## src/rtl/clkmon_burst_gen.sv

```systemverilog
// Clock-monitor burst generator: drives a square-wave burst of a programmed
// number of rising edges onto one of two monitor pins (user or core clock).
// Half-period and edge count are latched at the request handshake.
// Optional build macro: CLKMON_FREERUN_EN -- when defined, a request with
// cfg_count = 0 free-runs until abort or reset and edge_cnt wraps.
//
// state | meaning
// ------+-----------------------------------------------------------
// IDLE  | waiting for a request, cfg_ready high, pins low, oeb = 2'b11
// LOW   | selected pin low for div+1 cycles
// HIGH  | selected pin high for div+1 cycles, edge counted on entry
// DONE  | one-cycle completion pulse, pin low, then back to IDLE
module clkmon_burst_gen #(
  parameter int DIV_W = 8,
  parameter int CNT_W = 16
) (
  input  logic             wb_clk_i,
  input  logic             wb_rst_i,
  input  logic             cfg_valid,
  output logic             cfg_ready,
  input  logic             cfg_sel,
  input  logic [DIV_W-1:0] cfg_div,
  input  logic [CNT_W-1:0] cfg_count,
  input  logic             abort,
  output logic             mon_user_o,
  output logic             mon_core_o,
  output logic [1:0]       mon_oeb_o,
  output logic             busy,
  output logic             done,
  output logic [CNT_W-1:0] edge_cnt
);

  typedef enum logic [1:0] {
    ST_IDLE = 2'd0,
    ST_LOW  = 2'd1,
    ST_HIGH = 2'd2,
    ST_DONE = 2'd3
  } state_t;

  state_t             state_q, state_d;
  logic               sel_q, sel_d;
  logic [DIV_W-1:0]   div_q, div_d;
  logic [CNT_W-1:0]   count_q, count_d;
  logic [DIV_W-1:0]   tmr_q, tmr_d;
  logic [CNT_W-1:0]   edge_cnt_q, edge_cnt_d;
  logic               mon_user_q, mon_user_d;
  logic               mon_core_q, mon_core_d;
  logic [1:0]         oeb_q, oeb_d;
  logic               done_q, done_d;

  logic               handshake;
  logic               last_edge;
  logic               zero_to_done;

  // Burst termination rule; a zero count either free-runs or completes at once.
  always_comb begin
`ifdef CLKMON_FREERUN_EN
    last_edge    = (count_q != '0) && (edge_cnt_q == count_q);
    zero_to_done = 1'b0;
`else
    last_edge    = (edge_cnt_q == count_q);
    zero_to_done = 1'b1;
`endif
  end

  // abort beats a simultaneous request in IDLE
  assign handshake = cfg_valid && (state_q == ST_IDLE) && !abort;

  // Next-state, timer, counter and registered-output decode.
  always_comb begin
    state_d    = state_q;
    sel_d      = sel_q;
    div_d      = div_q;
    count_d    = count_q;
    tmr_d      = tmr_q;
    edge_cnt_d = edge_cnt_q;

    case (state_q)
      ST_IDLE: begin
        if (handshake) begin
          sel_d      = cfg_sel;
          div_d      = cfg_div;
          count_d    = cfg_count;
          tmr_d      = cfg_div;
          edge_cnt_d = '0;
          state_d    = ((cfg_count == '0) && zero_to_done) ? ST_DONE : ST_LOW;
        end
      end
      ST_LOW: begin
        if (abort) begin
          state_d = ST_IDLE;
        end else if (tmr_q == '0) begin
          state_d    = ST_HIGH;
          tmr_d      = div_q;
          edge_cnt_d = edge_cnt_q + CNT_W'(1);
        end else begin
          tmr_d = tmr_q - DIV_W'(1);
        end
      end
      ST_HIGH: begin
        if (abort) begin
          state_d = ST_IDLE;
        end else if (tmr_q == '0) begin
          tmr_d   = div_q;
          state_d = last_edge ? ST_DONE : ST_LOW;
        end else begin
          tmr_d = tmr_q - DIV_W'(1);
        end
      end
      ST_DONE: begin
        state_d = ST_IDLE;
      end
      default: begin
        state_d = ST_IDLE;
      end
    endcase

    // Pins, enables and done follow the next state so they line up with it.
    mon_user_d = (state_d == ST_HIGH) && !sel_d;
    mon_core_d = (state_d == ST_HIGH) &&  sel_d;
    oeb_d      = 2'b11;
    if (state_d != ST_IDLE) begin
      oeb_d[sel_d] = 1'b0;
    end
    done_d = (state_d == ST_DONE);
  end

  // State and output registers with synchronous reset.
  always_ff @(posedge wb_clk_i) begin
    if (wb_rst_i) begin
      state_q    <= ST_IDLE;
      sel_q      <= 1'b0;
      div_q      <= '0;
      count_q    <= '0;
      tmr_q      <= '0;
      edge_cnt_q <= '0;
      mon_user_q <= 1'b0;
      mon_core_q <= 1'b0;
      oeb_q      <= 2'b11;
      done_q     <= 1'b0;
    end else begin
      state_q    <= state_d;
      sel_q      <= sel_d;
      div_q      <= div_d;
      count_q    <= count_d;
      tmr_q      <= tmr_d;
      edge_cnt_q <= edge_cnt_d;
      mon_user_q <= mon_user_d;
      mon_core_q <= mon_core_d;
      oeb_q      <= oeb_d;
      done_q     <= done_d;
    end
  end

  assign cfg_ready  = (state_q == ST_IDLE);
  assign busy       = (state_q == ST_LOW) || (state_q == ST_HIGH);
  assign mon_user_o = mon_user_q;
  assign mon_core_o = mon_core_q;
  assign mon_oeb_o  = oeb_q;
  assign done       = done_q;
  assign edge_cnt   = edge_cnt_q;

endmodule
```

## config.mk

```make
export PLATFORM = sky130hd
export DESIGN_NAME = clkmon_burst_gen
export DESIGN_NICKNAME = d
export VERILOG_FILES = /design/src/rtl/clkmon_burst_gen.sv
export SDC_FILE = /design/constraint.sdc
export NUM_CORES = 1
export LEC_CHECK = 0
export ABC_AREA = 1
export BUFFER_PORTS_ARGS = -buffer_cell sky130_fd_sc_hd__buf_4
export CAP_MARGIN = 5
export CELL_PAD_IN_SITES_DETAIL_PLACEMENT = 1
export CELL_PAD_IN_SITES_GLOBAL_PLACEMENT = 2
export CORE_MARGIN = 2
export CORE_UTILIZATION = 30
export DETAILED_ROUTE_END_ITERATION = 8
export GPL_ROUTABILITY_DRIVEN = 0
export PLACE_DENSITY = 0.85
export SLEW_MARGIN = 20
export SYNTH_ARGS = -nofsm -noshare
export SYNTH_HDL_FRONTEND = slang
export SYNTH_SLANG_ARGS = --single-unit
```

## constraint.sdc

```tcl
create_clock -name wb_clk_i -period 2.45 [get_ports wb_clk_i]
set_clock_uncertainty 0.15 [all_clocks]
set_input_delay 0.6125 -clock wb_clk_i [delete_from_list [all_inputs] [get_ports wb_clk_i]]
set_output_delay 0.6125 -clock wb_clk_i [all_outputs]
set_load 0.01 [all_outputs]
```

Word-level counts from Yosys, hierarchy flattened
Cells that the tools add are included.
{ "word_totals": {"register_bits": 56, "input_bits": 29} }
{ "op_classes": {"n_addsub": 2, "mux": 20, "n_bitwise": 2, "reduce_logical": 19, "order_cmp": 2, "n_eq_ne": 10} }
{ "op_table": {"columns": ["operator", "n"], "rows": [
  ["two-way mux 16 bit", 3],
  ["one-hot mux 16 bit (2 select lines)", 1],
  ["two-way mux 8 bit", 3],
  ["adder 16 x 1 -> 16 bit, second input constant", 1],
  ["equality test 16 bit", 1],
  ["logical NOT 16 bit", 1],
  ["one-hot mux 8 bit (2 select lines)", 1],
  ["two-way mux 2 bit", 7],
  ["equality test 2 bit, second input constant", 4],
  ["logical NOT 8 bit", 1],
  ["one-hot mux 2 bit (4 select lines)", 1],
  ["subtractor 8 x 1 -> 8 bit, second input constant", 1],
  ["!= test 2 bit, second input constant", 3],
  ["nonzero test 2 bit", 3],
  ["logical AND 1 bit", 5],
  ["AND reduction 4 bit", 1],
  ["OR reduction 2 bit", 2],
  ["two-way mux 1 bit", 3],
  ["AND reduction 3 bit", 1],
  ["equality test 2 x 1 -> 1 bit, second input constant", 1],
  ["logical NOT 1 bit", 2],
  ["logical NOT 2 bit", 1],
  ["< comparator 1 x 2 -> 1 bit, second input constant", 1],
  ["!= test 2 x 1 -> 1 bit, second input constant", 1],
  ["6 further kinds", 6]
]} }

Logic depth before layout (Yosys ltp)
{ "depth": {"word_depth": 10, "ltp_mapped": 16, "depth_no_buf": 15} }

Least setup slack after synthesis
OpenSTA, ideal clock, no wires.
{ "synth_timing": {"path_kind": "register to register", "start": "register state_q[1]", "end": "register oeb_q[0] (netlist: mon_oeb_o[0])", "setup_slack_ns": 0.517, "stages_incl_launch_ff": 11, "n_path_buf": 1, "setup_ns": 0.118, "arrival_ns": 1.665, "cell_sequence": "dfxtp_1 > inv_1 > ha_1 > nand3_2 > buf_4 > nor2_1 > nand4_1 > a21oi_1 > nand2_1 > nand2_1 > nand2_1"} }
{ "synth_between": {"elab_chain_cells": 10, "elab_cells_between_ends": 23} }
{ "synth_lines": {"columns": ["element", "line", "rtl"], "rows": [
  ["start, declared", "40", "state_t state_q, state_d;"],
  ["start signal, assigned", "142", "state_q <= state_d;"],
  ["logical NOT 2 bit *", null, null],
  ["net cfg_ready", "20", "output logic cfg_ready,"],
  ["logical AND 1 bit (2 in series)", "67", "assign handshake = cfg_valid && (state_q == ST_IDLE) && !abort;"],
  ["two-way mux 1 bit", "80", "if (handshake) begin"],
  ["two-way mux 1 bit", "78", "case (state_q)"],
  ["< comparator 1 x 2 -> 1 bit (not written as such) or greater-or-equal comparator 1 bit (tied branches)", "123", "oeb_d[sel_d] = 1'b0;"],
  ["logical AND 1 bit (not written as such)", "123", null],
  ["two-way mux 1 bit (not written as such)", "123", null],
  ["demux 1 bit (select 1 bit)", "123", null],
  ["inverter 2 bit (no source line)", null, null],
  ["end signal, assigned", "139", "oeb_q <= 2'b11;"],
  ["end signal, assigned", "150", "oeb_q <= oeb_d;"],
  ["end, declared", "48", "logic [1:0] oeb_q, oeb_d;"]
]} }
The timed path passes the listed nets; every way through them passes the cells marked *.
A chain may end at the register's enable or synchronous reset.

Worst setup path after layout
{ "layout_timing": {"start": "register state_q[1]", "end": "register edge_cnt_q[10] (netlist: edge_cnt[10])"} }
{ "layout_between": {"elab_chain_cells": 5, "elab_cells_between_ends": 10} }
{ "layout_lines": {"columns": ["element", "line", "rtl"], "rows": [
  ["logical NOT 2 bit", "67, 78", null],
  ["logical AND 1 bit (2 in series)", "67", null],
  ["!= test 2 x 1 -> 1 bit (no source line)", null, null],
  ["AND reduction 4 bit (no source line)", null, null],
  ["end signal, assigned", "147", "edge_cnt_q <= edge_cnt_d;"],
  ["end, declared", "45", "logic [CNT_W-1:0] edge_cnt_q, edge_cnt_d;"]
]} }
Parallel ways exist; a longest one is shown, timed or not.

==> run_results.csv <==
group,metric,value,unit
outcome,outcome,"finished, final reports clean",
setup_path,endpoint,"edge_cnt[10]",
global_routing,grt_max_degree,27,
clocking,numCtsBuffers,5,
setup_path,path_class,"flip-flop to flip-flop",
clocking,root_buffer,"clkbuf_8",
global_routing,busiest_layer,"met2",
die,placeableCoreArea,9640,sq um
place,place_area,3490,sq um
die,chipHeight,103,microns
setup_path,r2r-start,"state_q[1]",
power,seqPwrFrac,0.346,
setup_path,slowest_stage,"ha_1",
finish,diodes,0,
finish,final_nets,516,
die,start_util,0.306,
place,io_buffer_count,51,
yosys,synthesis.nets,465,
power,swShare,0.445,
clocking,cts_resized,0,
sta,maxSlewHeadroom,0.654,
setup_path,worstPathMaxFanout,10,
sta,fin_crit_sh,0.888,
sta,tns,0,ns
detailed_routing,dr.pass1.iters,4,
clocking,post_cts_buffers,0,
clocking,cts_max_path_buffers,2,
min_path,min_path_type,"flip-flop to flip-flop",
global_routing,grtUsageTotal,0.175,
yosys,netlist_instances,429,
die,dieArea,10600,sq um
yosys,synth-edff-count,0,
detailed_routing,drt_iter0_markers,76,
yosys,yosysWarnings,0,
finish,final_cell_mix,"nand2_1 (97), buf_4 (57), dfxtp_1 (56)",
yosys,synth_seq_cells,56,
sta,rsz0062_at_grt,"false",
setup_path,critPathMaxStageDelay,0.36,ns
global_routing,grt_overflow,0,
sta,fmax,460,MHz
power,p_sw,1.56,mW
place,hpwl,6700,microns
setup_path,path_cells,"inv_1 -> ha_1 -> nand3_2 -> o31ai_4 -> nand2_4 -> clkinv_4 -> nand2_2 -> nor2_4 -> nand2_1 -> o21ai_1 -> a21oi_1",
global_routing,grtUsageMet3,0.0296,
sta,fin_crit,2.18,ns
setup_path,ff2ff_path_depth,11,
finish,final_common_cell,"nand2_1",
power,clkPwrFrac,0.158,
setup_path,cp-end-kind,"flip-flop",
detailed_routing,via_per_inst,4.78,
finish,areaGrowthSynthToFinish,21.3,%
global_routing,met2_usage,0.280,
setup_path,reg2reg_to,"edge_cnt[10]",
power,power_density,978,nW/um^2
sta,hold_viol_final,0,
yosys,yosysUniqueCellTypes,36,
sta,slew_viol_final,0,
finish,fillerInstances,1274,
setup_path,crit_required,2.52,ns
finish,drive_gt1_frac,0.183,
setup_path,crit_family,"simple AND/OR/NAND/NOR gates",
clocking,ctsHtreeMaxLevel,2,
sta,setup_violations,0,
global_routing,grt_pass1_vias,2994,
power,internal_power,1.94,mW
clocking,cts_tree,"built",
setup_path,start_kind,"flip-flop",
yosys,avgSynthCellArea,6.88,sq um
finish,post-route-cell-area,3580,sq um
flow_run,maxCapViolations,0,
power,peakVddDrop,0.562,mV
setup_path,cp_num_buf_inv,2,
detailed_routing,wl_per_cell,14.1,microns
yosys,async_reset_ff_frac,0,
sta,worst_pin_slew,0.514,ns
clocking,path_clk_slew,0.11,ns
clocking,cts_hold_buf,0,
clocking,clock-sinks,56,
detailed_routing,num_vias,2937,
detailed_routing,remaining_drc_errors,0,
global_routing,grt_pass1_wl,14700,microns
global_routing,antenna_found_initial,0,
detailed_routing,ant_nets,0,
global_routing,met1_usage,0.249,
yosys,syn_area,2950,sq um
yosys,yosysSeqAreaShare,0.380,
setup_path,rrSetupSlack,0.27,ns
die,die_w,103,microns
yosys,synthFlopType,"dfxtp_1",
power,p_leak,1.52,nW
power,power,3.50,mW
die,ioPinCount,52,
die,row_count,36,
setup_path,crit_start,"state_q[1]",
clocking,clock_latency,0.32,ns
power,combinationalPowerShare,0.496,
setup_path,cp.depth,11,
setup_path,cp.arrival,2.24,ns
detailed_routing,wl,8680,microns
## area by class of cell
type                       instances  area, sq um  area share
multi-input combinational        304         1560       0.434
timing repair buffer              57          428       0.119
clock buffer                       6         82.6      0.0231
sequential                        56         1120       0.313
tap                              133          166      0.0465
clock inverter                     2         10.0     0.00280
inverter                          56          218      0.0608
## layer usage
metal  wire length, microns  up-vias
li1                       -     1504
met1                   4360     1383
met3                    332        8
met4                     80        0
met2                   3900       42
met5                      0        -
## cells by family after synthesis
group / Yosys count / share of synthesized area
and+or+nand+nor: 188 / 0.283
buffers and inverters: 69 / 0.0933
DFF: 56 / 0.380
xor gates and xnor gates: 4 / 0.0119
adders and majority gates: 7 / 0.0297
AOI/OAI and AO/OA: 105 / 0.203
## synthesized netlist by cell type, drive strengths merged, types with 3 or more instances
cell type	n	area, sq um
o211ai	3	22.5
ha	7	87.6
dfxtp	56	1120
nor2	49	206
a221oi	5	43.8
nand2	100	388
nand4	6	37.5
or2	3	18.8
nor3	7	35.0
o21ai	40	204
inv	54	205
xor2	4	35.0
nor4	4	25.0
a211oi	3	22.5
a21oi	50	262
nand3	18	118
clkbuf	11	42.5
## per-stage QoR
| stage | util | setup slack (ns) | std cells | hold WS (ns) |
|---|---|---|---|---|
| after floorplan | - | 0.517 | 429 | 0.280 |
| after global placement | 0.362 | 0.186 | 606 | 0.299 |
| after detailed placement | 0.362 | 0.242 | 606 | 0.305 |
| after CTS | 0.371 | 0.272 | 614 | 0.322 |
| after global routing | 0.371 | 0.0494 | 614 | 0.344 |
| final | 0.371 | 0.274 | 614 | 0.312 |
## tightest hold or removal path, delay by kind of cell (launching register included)
family / cells / cell delay, ns
compound gates: 1 / 0.05
flops: 1 / 0.31
buf+inv: 1 / 0.06
## power by group through the flow
stage,Combinational [mW],Sequential [mW],Clock [mW]
CTS,1.76,1.21,0.567
detailed placement,1.75,1.23,0
finish,1.74,1.21,0.552
floorplan,1.25,1.22,0
global placement,1.71,1.23,0
global route,1.99,1.24,0.613
## worst min path at each step
stage / start / end / slack, ns / cells after the start
final: div_q[6] / div_q[6] / 0.31 / 2
after global routing: count_q[13] / count_q[13] / 0.34 / 2
after CTS: div_q[6] / div_q[6] / 0.32 / 2
after detailed placement: div_q[6] / div_q[6] / 0.31 / 2
after global placement: div_q[6] / div_q[6] / 0.30 / 2
after floorplan: div_q[6] / div_q[6] / 0.28 / 2
## sequential cells by signal, summed over array words and instances (netlist names)
register and flops:
div_q 8, count_q 16, mon_oeb_o 2, mon_core_o 1, sel_q 1, done 1, tmr_q 8, edge_cnt 16
mon_user_o 1, state_q 2
No activity file was read; power rests on OpenSTA's default activity.
